<file path="src/rtl/stage_sequencer_pkg.sv">
// Shared stage encodings and widths for the TinyCPU multicycle sequencer.
// Consumers such as issue_register_control decode these stage values.
package stage_sequencer_pkg;

  localparam int unsigned STAGE_WIDTH = 3;
  localparam int unsigned TMO_W       = 8;

  typedef enum logic [STAGE_WIDTH-1:0] {
    STAGE_FETCH     = 3'd0,
    STAGE_ISSUE     = 3'd1,
    STAGE_EXECUTE   = 3'd2,
    STAGE_MEM       = 3'd3,
    STAGE_WRITEBACK = 3'd4,
    STAGE_HALT      = 3'd5
  } stage_e;

endpackage

</file>
<file path="src/rtl/stage_sequencer_mem_timeout_counter.sv">
// Saturating wait counter; expired is high once LIMIT-1 waiting cycles have elapsed,
// so the next waiting cycle is the LIMIT-th and trips the watchdog.
module mem_timeout_counter #(
  parameter int unsigned LIMIT = 16,
  parameter int unsigned CNT_W = 8
) (
  input  logic clk,
  input  logic rst_n,
  input  logic clr,
  input  logic en,
  output logic expired
);

  localparam logic [CNT_W-1:0] LAST = CNT_W'(LIMIT - 1);

  logic [CNT_W-1:0] count_q;

  always_ff @(posedge clk or negedge rst_n) begin
    if (!rst_n) begin
      count_q <= '0;
    end else if (clr) begin
      count_q <= '0;
    end else if (en && (count_q != LAST)) begin
      count_q <= count_q + CNT_W'(1);
    end
  end

  assign expired = (count_q == LAST);

endmodule

</file>
<file path="src/rtl/stage_sequencer.sv">
// Multicycle stage sequencer: drives stage/stall, memory handshakes,
// the data-memory timeout watchdog and the retired-instruction counter.
module stage_sequencer
  import stage_sequencer_pkg::*;
#(
  parameter int unsigned MEM_TIMEOUT = 16,
  parameter int unsigned RET_W       = 32
) (
  input  logic                   clk,
  input  logic                   rst_n,
  input  logic                   imem_ready,
  input  logic                   dmem_ready,
  input  logic                   inst_is_mem,
  input  logic                   inst_is_halt,
  input  logic                   inst_writes_rd,
  input  logic                   ext_stall,
  output logic [STAGE_WIDTH-1:0] stage,
  output logic                   stall,
  output logic                   imem_req,
  output logic                   dmem_req,
  output logic                   pc_en,
  output logic                   rf_we,
  output logic                   halted,
  output logic                   bus_error,
  output logic [RET_W-1:0]       retired
);

  stage_e           state_q, state_d;
  logic             ready_pend_q, ready_pend_d;
  logic             bus_error_q;
  logic [RET_W-1:0] retired_q;
  logic             err_set;
  logic             ret_inc;
  logic             tmo_en;
  logic             tmo_clr;
  logic             tmo_expired;

  // State, pending-ready, sticky error and retire counter
  always_ff @(posedge clk or negedge rst_n) begin
    if (!rst_n) begin
      state_q      <= STAGE_FETCH;
      ready_pend_q <= 1'b0;
      bus_error_q  <= 1'b0;
      retired_q    <= '0;
    end else begin
      state_q      <= state_d;
      ready_pend_q <= ready_pend_d;
      if (err_set) bus_error_q <= 1'b1;
      if (ret_inc) retired_q <= retired_q + RET_W'(1);
    end
  end

  // Next-state and stage decode
  always_comb begin
    state_d      = state_q;
    ready_pend_d = ready_pend_q;
    err_set      = 1'b0;
    ret_inc      = 1'b0;
    tmo_en       = 1'b0;
    imem_req     = 1'b0;
    dmem_req     = 1'b0;
    pc_en        = 1'b0;
    rf_we        = 1'b0;
    halted       = 1'b0;
    stall        = ext_stall;

    unique case (state_q)
      STAGE_FETCH: begin
        imem_req = 1'b1;
        stall    = ext_stall | (!imem_ready & !ready_pend_q);
        if (ext_stall) begin
          if (imem_ready) ready_pend_d = 1'b1;
        end else if (imem_ready || ready_pend_q) begin
          state_d      = STAGE_ISSUE;
          ready_pend_d = 1'b0;
        end
      end
      STAGE_ISSUE: begin
        if (!ext_stall) state_d = inst_is_halt ? STAGE_HALT : STAGE_EXECUTE;
      end
      STAGE_EXECUTE: begin
        if (!ext_stall) state_d = inst_is_mem ? STAGE_MEM : STAGE_WRITEBACK;
      end
      STAGE_MEM: begin
        dmem_req = 1'b1;
        stall    = ext_stall | (!dmem_ready & !ready_pend_q);
        if (ext_stall) begin
          if (dmem_ready) ready_pend_d = 1'b1;
        end else if (dmem_ready || ready_pend_q) begin
          state_d      = STAGE_WRITEBACK;
          ready_pend_d = 1'b0;
        end else begin
          // A waiting cycle; the one after the counter saturates is a bus error
          tmo_en = 1'b1;
          if (tmo_expired) begin
            state_d = STAGE_HALT;
            err_set = 1'b1;
          end
        end
      end
      STAGE_WRITEBACK: begin
        if (!ext_stall) begin
          pc_en   = 1'b1;
          rf_we   = inst_writes_rd;
          ret_inc = 1'b1;
          state_d = STAGE_FETCH;
        end
      end
      STAGE_HALT: begin
        halted       = 1'b1;
        stall        = 1'b0;
        ready_pend_d = 1'b0;
      end
      default: begin
        state_d = STAGE_FETCH;
      end
    endcase

    tmo_clr = (state_q != STAGE_MEM) || (state_d != STAGE_MEM);
  end

  mem_timeout_counter #(
    .LIMIT (MEM_TIMEOUT),
    .CNT_W (TMO_W)
  ) u_tmo (
    .clk     (clk),
    .rst_n   (rst_n),
    .clr     (tmo_clr),
    .en      (tmo_en),
    .expired (tmo_expired)
  );

  assign stage     = STAGE_WIDTH'(state_q);
  assign bus_error = bus_error_q;
  assign retired   = retired_q;

endmodule

</file>
<file path="config.mk">
export PLATFORM = sky130hd
export DESIGN_NAME = stage_sequencer
export DESIGN_NICKNAME = d
export VERILOG_FILES = /design/src/rtl/stage_sequencer_pkg.sv /design/src/rtl/stage_sequencer_mem_timeout_counter.sv /design/src/rtl/stage_sequencer.sv
export SDC_FILE = /design/constraint.sdc
export NUM_CORES = 1
export LEC_CHECK = 0
export CAP_MARGIN = 20
export CORE_MARGIN = 2
export CORE_UTILIZATION = 45
export CTS_CLUSTER_DIAMETER = 200
export DETAILED_ROUTE_END_ITERATION = 10
export PLACE_DENSITY = 0.72
export SYNTH_ARGS = -nofsm -noshare
export SYNTH_HDL_FRONTEND = slang
export SYNTH_HIERARCHICAL = 1
export SYNTH_SLANG_ARGS = --single-unit
export TNS_END_PERCENT = 10
</file>
<file path="constraint.sdc">
create_clock -name clk -period 4.2 [get_ports clk]
set_input_delay 1.26 -clock clk [delete_from_list [all_inputs] [get_ports clk]]
set_output_delay 1.26 -clock clk [all_outputs]
set_load 0.05 [all_outputs]
</file>
Word-level counts from Yosys, hierarchy flattened
Index checks and enable logic that the tools add are counted.
{ "op_classes": {"n_addsub": 2, "n_eq_ne": 13, "n_mux": 35, "n_bitwise": 4, "reduce_logical": 11} }
{ "op_table": {"columns": ["cell", "count"], "rows": [
  ["$add A32 B1 Y32 const B", 1],
  ["$mux W3", 10],
  ["$mux W1", 20],
  ["$pmux W3 S6", 1],
  ["$mux W8", 2],
  ["$ne A3 B3 Y1 const B", 4],
  ["$add A8 B1 Y8 const B", 1],
  ["$eq A8 B4 Y1 const B", 1],
  ["$ne A8 B4 Y1 const B", 1],
  ["$eq A3 B2 Y1 const B", 2],
  ["$eq A3 B3 Y1 const B", 2],
  ["$ne A3 B2 Y1 const B", 2],
  ["$pmux W1 S3", 2],
  ["$reduce_and A5 Y1", 1],
  ["$eq A3 B1 Y1 const B", 1],
  ["$logic_not A1 Y1", 3],
  ["$logic_not A3 Y1", 1],
  ["$logic_or A1 B1 Y1", 3],
  ["$reduce_bool A3 Y1", 1],
  ["$and A1 B1 Y1", 2],
  ["$or A1 B1 Y1", 2],
  ["$reduce_bool A2 Y1", 1],
  ["$logic_and A1 B1 Y1", 1]
]} }
{ "totals": {"ff_bits": 45, "output_inout_bits": 42} }

Depth between registers and ports, before layout
Gate-level depths: netlist of the first run.
{ "depth": {"ltp_word": 8, "mapped_depth": 7} }

Modules after synthesis
The synthesis of the first run kept the hierarchy.
{ "modules_own_cells": {"columns": ["module", "instances", "cells_each", "area_each_um2", "seq_area_each_um2"], "rows": [
  ["stage_sequencer", 1, 179, 1890.6, 925.9],
  ["mem_timeout_counter", 1, 44, 446.7, 200.2]
]} }

Worst setup path after synthesis of the first run
Ideal clock, no wire load.
{ "synth_timing": {"path_kind": "input-to-output", "startpoint": "in dmem_ready", "endpoint": "out stall", "t_arrival_ps": 3101, "required_time_ps": 2940, "slack_ps": -161, "path_stages": 3, "n_path_buf": 0, "path_cell_list": "and3b_1 -> nor2_1 -> o41ai_1"} }
{ "synth_via": {"elab_chain_cells": 4} }
{ "synth_lines": {"columns": ["item", "line_no", "text"], "rows": [
  ["from (decl)", "stage_sequencer.sv:12", "input logic dmem_ready,"],
  ["$logic_not A1 Y1", "stage_sequencer.sv:86", "stall = ext_stall | (!dmem_ready & !ready_pend_q);"],
  ["$and A1 B1 Y1", "stage_sequencer.sv:86", null],
  ["$or A1 B1 Y1", "stage_sequencer.sv:86", null],
  ["$pmux W1 S3", "stage_sequencer.sv:67", "unique case (state_q)"],
  ["to (decl)", "stage_sequencer.sv:18", "output logic stall,"]
]} }
Every way passes these cells.

Worst setup path in the final report of the first run
Same ends and word-level chain as after synthesis.

==> results of run 1 <==
[sequential cells by signal, summed over array words and instances, names as in the netlist]
signal,flops
retired,32
u_tmo/count_q,8
stage,3
bus_error,1
ready_pend_q,1
[final cells by class]
| type | instances | share of cell area (%) |
|---|---|---|
| inverter | 4 | 0.494 |
| tap | 70 | 2.88 |
| sequential | 45 | 37.1 |
| timing repair buffer | 53 | 18.4 |
| multi-input combinational | 164 | 37.8 |
| clock buffer | 5 | 2.27 |
| clock inverter | 2 | 1.15 |
[how the worst max path moves through the flow]
stage,slack (ps),endpoint,cells after the start
3_5_place_dp,410,stall,5
5_1_grt,350,stall,5
4_1_cts,410,stall,5
3_3_place_gp,430,stall,5
2_1_floorplan,510,stall,3
6_report,410,stall,5
[critical path: cells and delay by family]
family	cells	cell delay, ps
compound gates	1	310
simple gates	2	310
buf+inv	2	650
[per-stage QoR]
stage / utilization (%) / instance area, um^2 / std cells
2_1_floorplan: - / 2340 / 223
3_3_place_gp: 57.4 / 2910 / 335
3_5_place_dp: 57.4 / 2910 / 335
4_1_cts: 59.5 / 3020 / 342
5_1_grt: 59.9 / 3040 / 343
6_report: 59.9 / 3040 / 343
[cell families (layout without fill, tap and decap cells)]
group	Yosys count	after routing	synth area share, %
AO/OA/AOI/OAI	30	30	8.57
XOR/XNOR	31	31	11.6
adder cells (fa/ha/maj)	2	2	1.07
buffers and inverters	14	64	3.05
flip-flops	45	45	48.2
multiplexers	3	3	1.55
AND/OR/NAND/NOR	98	98	26.0
[power breakdown]
| group | switching [uW] | total (uW) | internal (uW) |
|---|---|---|---|
| sequential | 85.7 | 559 | 473 |
| combinational | 318 | 516 | 198 |
| clock | 137 | 310 | 173 |
[cells in the final DEF (no fill, tap or decap), types with 2 or more instances in the layout]
cell and instances:
and3_1 8, xnor2_1 23, dfrtp_1 45, clkbuf_8 5, xor2_1 8, a31oi_1 2, nand2_1 10, nor2_1 14
nand2b_1 4, nand4_2 2, a21o_1 2, nand4_1 13, ha_1 2, a21oi_1 7, o211ai_1 2, nand3_1 16
or3_1 3, and2_1 4, nor2b_1 2, clkdlybuf4s50_1 45, buf_4 3, nor3_1 9, buf_12 4, inv_1 4
a211oi_1 2, and4_1 4, o21ai_0 8
[per-layer routing]
layer | up-vias | global-route usage, % | wire length [um]
met5 | - | 0 | 0
met1 | 891 | 22.1 | 2230
met4 | 0 | 4.91 | 15
met2 | 51 | 27.7 | 2270
met3 | 2 | 4.86 | 225
li1 | 907 | - | -
==> results by group, run 1 <==
Outcome
  – Status: completed

Setup path
  – Ordered list of cells on the worst path: clkdlybuf4s50_1 > and3b_1 > nor2_1 > o41ai_2 > buf_12
  – CP max-delay cell: clkdlybuf4s50_1
  – Crit end category: output port
  – Crit-path max cell delay: 460 ps
  – Critical path fanouts, max: 4
  – Reg2Reg Depth: 6
  – Critical Path RT: 2940 ps
  – Critical path data arrival time: 2530 ps
  – CP startpoint: dmem_ready
  – Kind of critical path: in2out
  – FF-to-FF Start: stage[1]$_DFF_PN0_
  – Worst reg2reg setup slack: around 2000 ps
  – Worst setup SP type: primary input
  – Reg2reg end: u_tmo/count_q[7]$_DFFE_PN0P_

Hold path
  – Worst hold endpoint: bus_error$_DFFE_PN0P_
  – Hold path start: bus_error$_DFFE_PN0P_
  – Worst Hold Class: reg2reg
  – Hold depth: 1

Timing
  – Final TNS setup: 0 ps
  – Final Max Slew Viols: 0
  – Final clock skew: approximately 11 ps
  – RSZ-0062 raised after global routing: false
  – Worst-Margin Slew: roughly 520 ps
  – Period utilisation layout: 90.1%
  – Final setup vio count: 0
  – Fin worst setup slack: 414 ps
  – Hold WS: 485 ps
  – FMAX: 264 MHz
  – Relative slew slack: 65.5%
  – Min cycle time layout: 3790 ps
  – Final hold viol count: 0

Placement
  – GPL Wtd Cong: 0.800
  – DP Worst Slack: 406 ps
  – Buffers added on ports: between 40 and 50
  – Post-DP HPWL: 3.37 mm

Power and ir drop
  – Worst vdd ir: 0.433 mV
  – P per Cell Area: 456 mW/mm^2
  – Pwr Total: 1380 uW
  – Pleak: approximately 0.0013 uW

Drt
  – ANT nets after route: 0
  – Total iterations of the first detailed-routing run: 4
  – Routed len/inst: 13.8 um
  – DRC violations left: 0
  – DRT Wirelength: 4.74 mm
  – Vias post-DR: 1851
  – DR vias/cell: between 5 and 6
  – DRT iter0 DRCs: 89

GRT
  – Grt total ovfl: 0
  – Pin count of the biggest net entering global routing: 46
  – Initial antenna violation count: 0
  – Gr usage total: 16.9%
  – Vias in the first global route: about 1800
  – First-pass GRT wire length: roughly 8 mm

Logic synthesis
  – Gate Count Post-Synth: 223
  – Synthesized area per cell: 10.5 um^2
  – Ys async rst share: 100%
  – Synth area leader: dfrtp_1
  – Post-Synthesis Cell Area: ~0.0023 mm^2
  – Synth Net Count: 233
  – Top-count cell post-synth: dfrtp_1
  – Largest cells by area after synthesis: dfrtp_1 48%, xnor2_1 8.6%, nand4_1 3.5%
  – Top_reg_cell synth: dfrtp_1
  – Synth warnings: 6
  – Synth top area share: between 40% and 50%
  – Top post-synthesis cells by count: 45 x dfrtp_1, 23 x xnor2_1, 16 x nand3_1
  – Sequential fraction of the synthesis area: 48.2%
  – Netlist cell types: 47
  – Number of synthesized flops with an enable pin: 0
  – Yosys reg bits: 45

Final layout
  – Nets: 283
  – Area of the multi-input gates: about 0.0011 mm^2
  – Fillcell total: 455
  – Inserted Diodes: 0
  – Area growth syn-to-layout: 30.0%
  – Sequential cell area: 0.00113 mm^2
  – Fraction of layout cells with a size suffix above 1: 10.3%

Clock tree
  – Clock Sinks: 45
  – H-tree levels: 2
  – Post-cts sizing count: 0
  – Setup bufs post-CTS: 0
  – Clk_lat worst skew: 290 ps
  – Reg clk slew, reported paths: 80 ps
  – CTS buffer count: 5
  – Hold_buf cts: 0
  – CTS tree: done
  – Clk buf depth: 2
  – CTS root buf: clkbuf_8

Floorplan
  – Die Span Y: 76.1 um
  – Die Area: 0.00579 mm^2
  – Ports: 50
  – Core box area: 0.00507 mm^2
  – Initial core utilization: 46.1%
  – Die width: 76.1 um
  – FP Rows: 26

Flow run
  – Max Cap Viol: 0
Note: power is estimated with default switching activity, not from simulation.
==> inputs of run 2 (changes only) <==
--- a/config.mk
+++ b/config.mk
@@ -10,6 +10,7 @@
 export CORE_UTILIZATION = 45
 export CTS_CLUSTER_DIAMETER = 200
 export DETAILED_ROUTE_END_ITERATION = 10
+export MAX_ROUTING_LAYER = met4
 export PLACE_DENSITY = 0.72
 export SYNTH_ARGS = -nofsm -noshare
 export SYNTH_HDL_FRONTEND = slang
==> run 2 against run 1 <==
Critical path depth unchanged; final area unchanged; wire length decreased by 0.17%; sequential share of layout area unchanged; critical path type unchanged; highest routed layer unchanged.
==> results by group, run 2 (synthesis results as in run 1) <==
Floorplan
  – FP Rows: 26 (unchanged)
  – Die width: 76.1 um (unchanged)
  – Die Area: 0.00579 mm^2 (unchanged)
  – Ports: 50 (unchanged)
  – Core box area: 0.00507 mm^2 (unchanged)
  – Initial core utilization: 46.1% (unchanged)
  – Die Span Y: 76.1 um (unchanged)

Drt
  – ANT nets after route: 0 (unchanged)
  – Total iterations of the first detailed-routing run: 4 (unchanged)
  – Routed len/inst: 13.8 um (about the same)
  – Vias post-DR: 1853 (was 1851)
  – DRC violations left: 0 (unchanged)
  – DRT Wirelength: 4.73 mm (was 4.74 mm)
  – DR vias/cell: 5.40 (about the same)
  – DRT iter0 DRCs: 83 (was 89)

Clock tree
  – Setup bufs post-CTS: 0 (unchanged)
  – Clk_lat worst skew: 290 ps (about the same)
  – CTS root buf: clkbuf_8 (unchanged)
  – Reg clk slew, reported paths: 80 ps (about the same)
  – CTS tree: done (unchanged)
  – Post-cts sizing count: 0 (unchanged)
  – Clock Sinks: 45 (unchanged)
  – CTS buffer count: 5 (unchanged)
  – Hold_buf cts: 0 (unchanged)
  – Clk buf depth: 2 (unchanged)
  – H-tree levels: 2 (unchanged)

Setup path
  – Worst reg2reg setup slack: 2010 ps (was 2000 ps)
  – FF-to-FF Start: stage[1]$_DFF_PN0_ (unchanged)
  – Reg2Reg Depth: 6 (unchanged)
  – Reg2reg end: u_tmo/count_q[7]$_DFFE_PN0P_ (unchanged)
  – Critical path fanouts, max: 4 (unchanged)
  – CP startpoint: dmem_ready (unchanged)
  – Crit-path max cell delay: 460 ps (about the same)
  – Worst setup SP type: primary input (unchanged)
  – Critical Path RT: 2940 ps (about the same)
  – CP max-delay cell: clkdlybuf4s50_1 (unchanged)
  – Critical path data arrival time: 2530 ps (about the same)
  – Kind of critical path: in2out (unchanged)
  – Ordered list of cells on the worst path: clkdlybuf4s50_1 > and3b_1 > nor2_1 > o41ai_2 > buf_12 (unchanged)
  – Crit end category: output port (unchanged)

GRT
  – Initial antenna violation count: 0 (unchanged)
  – Pin count of the biggest net entering global routing: 46 (unchanged)
  – Met3 usage in global routing: 3.79% (was 4.86%)
  – First-pass GRT wire length: 8.09 mm (about the same)
  – Gr usage total: 17.3% (was 16.9%)
  – GRT busiest layer: met2 (unchanged)
  – Vias in the first global route: 1765 (was 1761)
  – Grt total ovfl: 0 (unchanged)
  – M2 GR Usage: 27.7% (unchanged)
  – Met1 Usage GRT: 22.1% (unchanged)

Timing
  – Final Max Slew Viols: 0 (unchanged)
  – Final hold viol count: 0 (unchanged)
  – Worst-Margin Slew: 515 ps (about the same)
  – Fin worst setup slack: 414 ps (unchanged)
  – Final TNS setup: 0 ps (unchanged)
  – Final setup vio count: 0 (unchanged)
  – Final clock skew: 10.6 ps (about the same)
  – RSZ-0062 raised after global routing: false (unchanged)
  – Period utilisation layout: 90.1% (unchanged)
  – Min cycle time layout: 3790 ps (unchanged)
  – Relative slew slack: 65.5% (about the same)
  – FMAX: 264 MHz (unchanged)

Power and ir drop
  – Pleak: 0.00128 uW (unchanged)
  – Pwr Total: 1380 uW (about the same)
  – Worst vdd ir: 0.433 mV (unchanged)
  – P per Cell Area: 456 mW/mm^2 (about the same)

Final layout
  – Finished Cell Area: 0.00304 mm^2 (unchanged)
  – Inserted Diodes: 0 (unchanged)
  – Number of flip-flops in the largest register: 32 (unchanged)
  – Nets: 283 (unchanged)
  – Fillcell total: 455 (unchanged)
  – Commonest non-fill, non-tap cells in the layout: 45 x dfrtp_1, 45 x clkdlybuf4s50_1, 23 x xnor2_1 (unchanged)
  – Area growth syn-to-layout: 30.0% (unchanged)
  – Fraction of layout cells with a size suffix above 1: 10.3% (unchanged)

Placement
  – Placed instance area: 0.00291 mm^2 (unchanged)
  – Post-DP HPWL: 3.37 mm (unchanged)
  – GPL Wtd Cong: 0.811 (was 0.800)
  – Buffers added on ports: 49 (unchanged)
  – DP Worst Slack: 406 ps (unchanged)

Hold path
  – Worst Hold Class: reg2reg (unchanged)
  – Hold path start: bus_error$_DFFE_PN0P_ (unchanged)
  – Hold depth: 1 (unchanged)
  – Worst hold endpoint: bus_error$_DFFE_PN0P_ (unchanged)

Flow run
  – Max Cap Viol: 0 (unchanged)

Outcome
  – Status: completed (unchanged)
run 2: worst max-delay path, delay by kind of cell:
kind	cells	cell delay [ps]
simple gates	2	310
buf+inv	2	650
compound gates	1	310
run 2: how the worst max path moves through the flow:
stage	endpoint	slack, ps
finish	stall	410
global route	stall	350
CTS	stall	410
detailed placement	stall	410
global placement	stall	430
floorplan	stall	510
run 2: final cells by class:
| class | count | area (um^2) | area share, % |
|---|---|---|---|
| Clock inverter | 2 | 35.0 | 1.15 |
| Sequential cell | 45 | 1130 | 37.1 |
| Multi-Input combinational cell | 164 | 1150 | 37.8 |
| Inverter | 4 | 15.0 | 0.494 |
| Timing Repair Buffer | 53 | 558 | 18.4 |
| Clock buffer | 5 | 68.8 | 2.27 |
| Tap cell | 70 | 87.6 | 2.88 |
run 2: per-layer routing:
layer	share of wire, %	up-vias	wire length [um]
met4	0.36	0	17
met3	4.6	2	220
met5	0	-	0
li1	-	906	-
met1	47	890	2220
met2	48	55	2270
run 2: stage by stage:
step / util (%) / instances / hold WS [ps]
finish: 59.9 / 343 / 485
CTS: 59.5 / 342 / 485
floorplan: - / 223 / 536
detailed placement: 57.4 / 335 / 453
global route: 59.9 / 343 / 498
global placement: 57.4 / 335 / 460
run 2: power by group:
group          switching [uW]  total [uW]  internal [uW]
logic                     318         516            198
clock network             137         310            173
registers                85.7         559            473
==> inputs of run 3 (changes only) <==
--- a/config.mk
+++ b/config.mk
@@ -16,4 +16,4 @@
 export SYNTH_HDL_FRONTEND = slang
 export SYNTH_HIERARCHICAL = 1
 export SYNTH_SLANG_ARGS = --single-unit
-export TNS_END_PERCENT = 10
+export TNS_END_PERCENT = 50
==> results of run 3 <==
No change in the layout: final DEF, timing and power equal those of run 2.
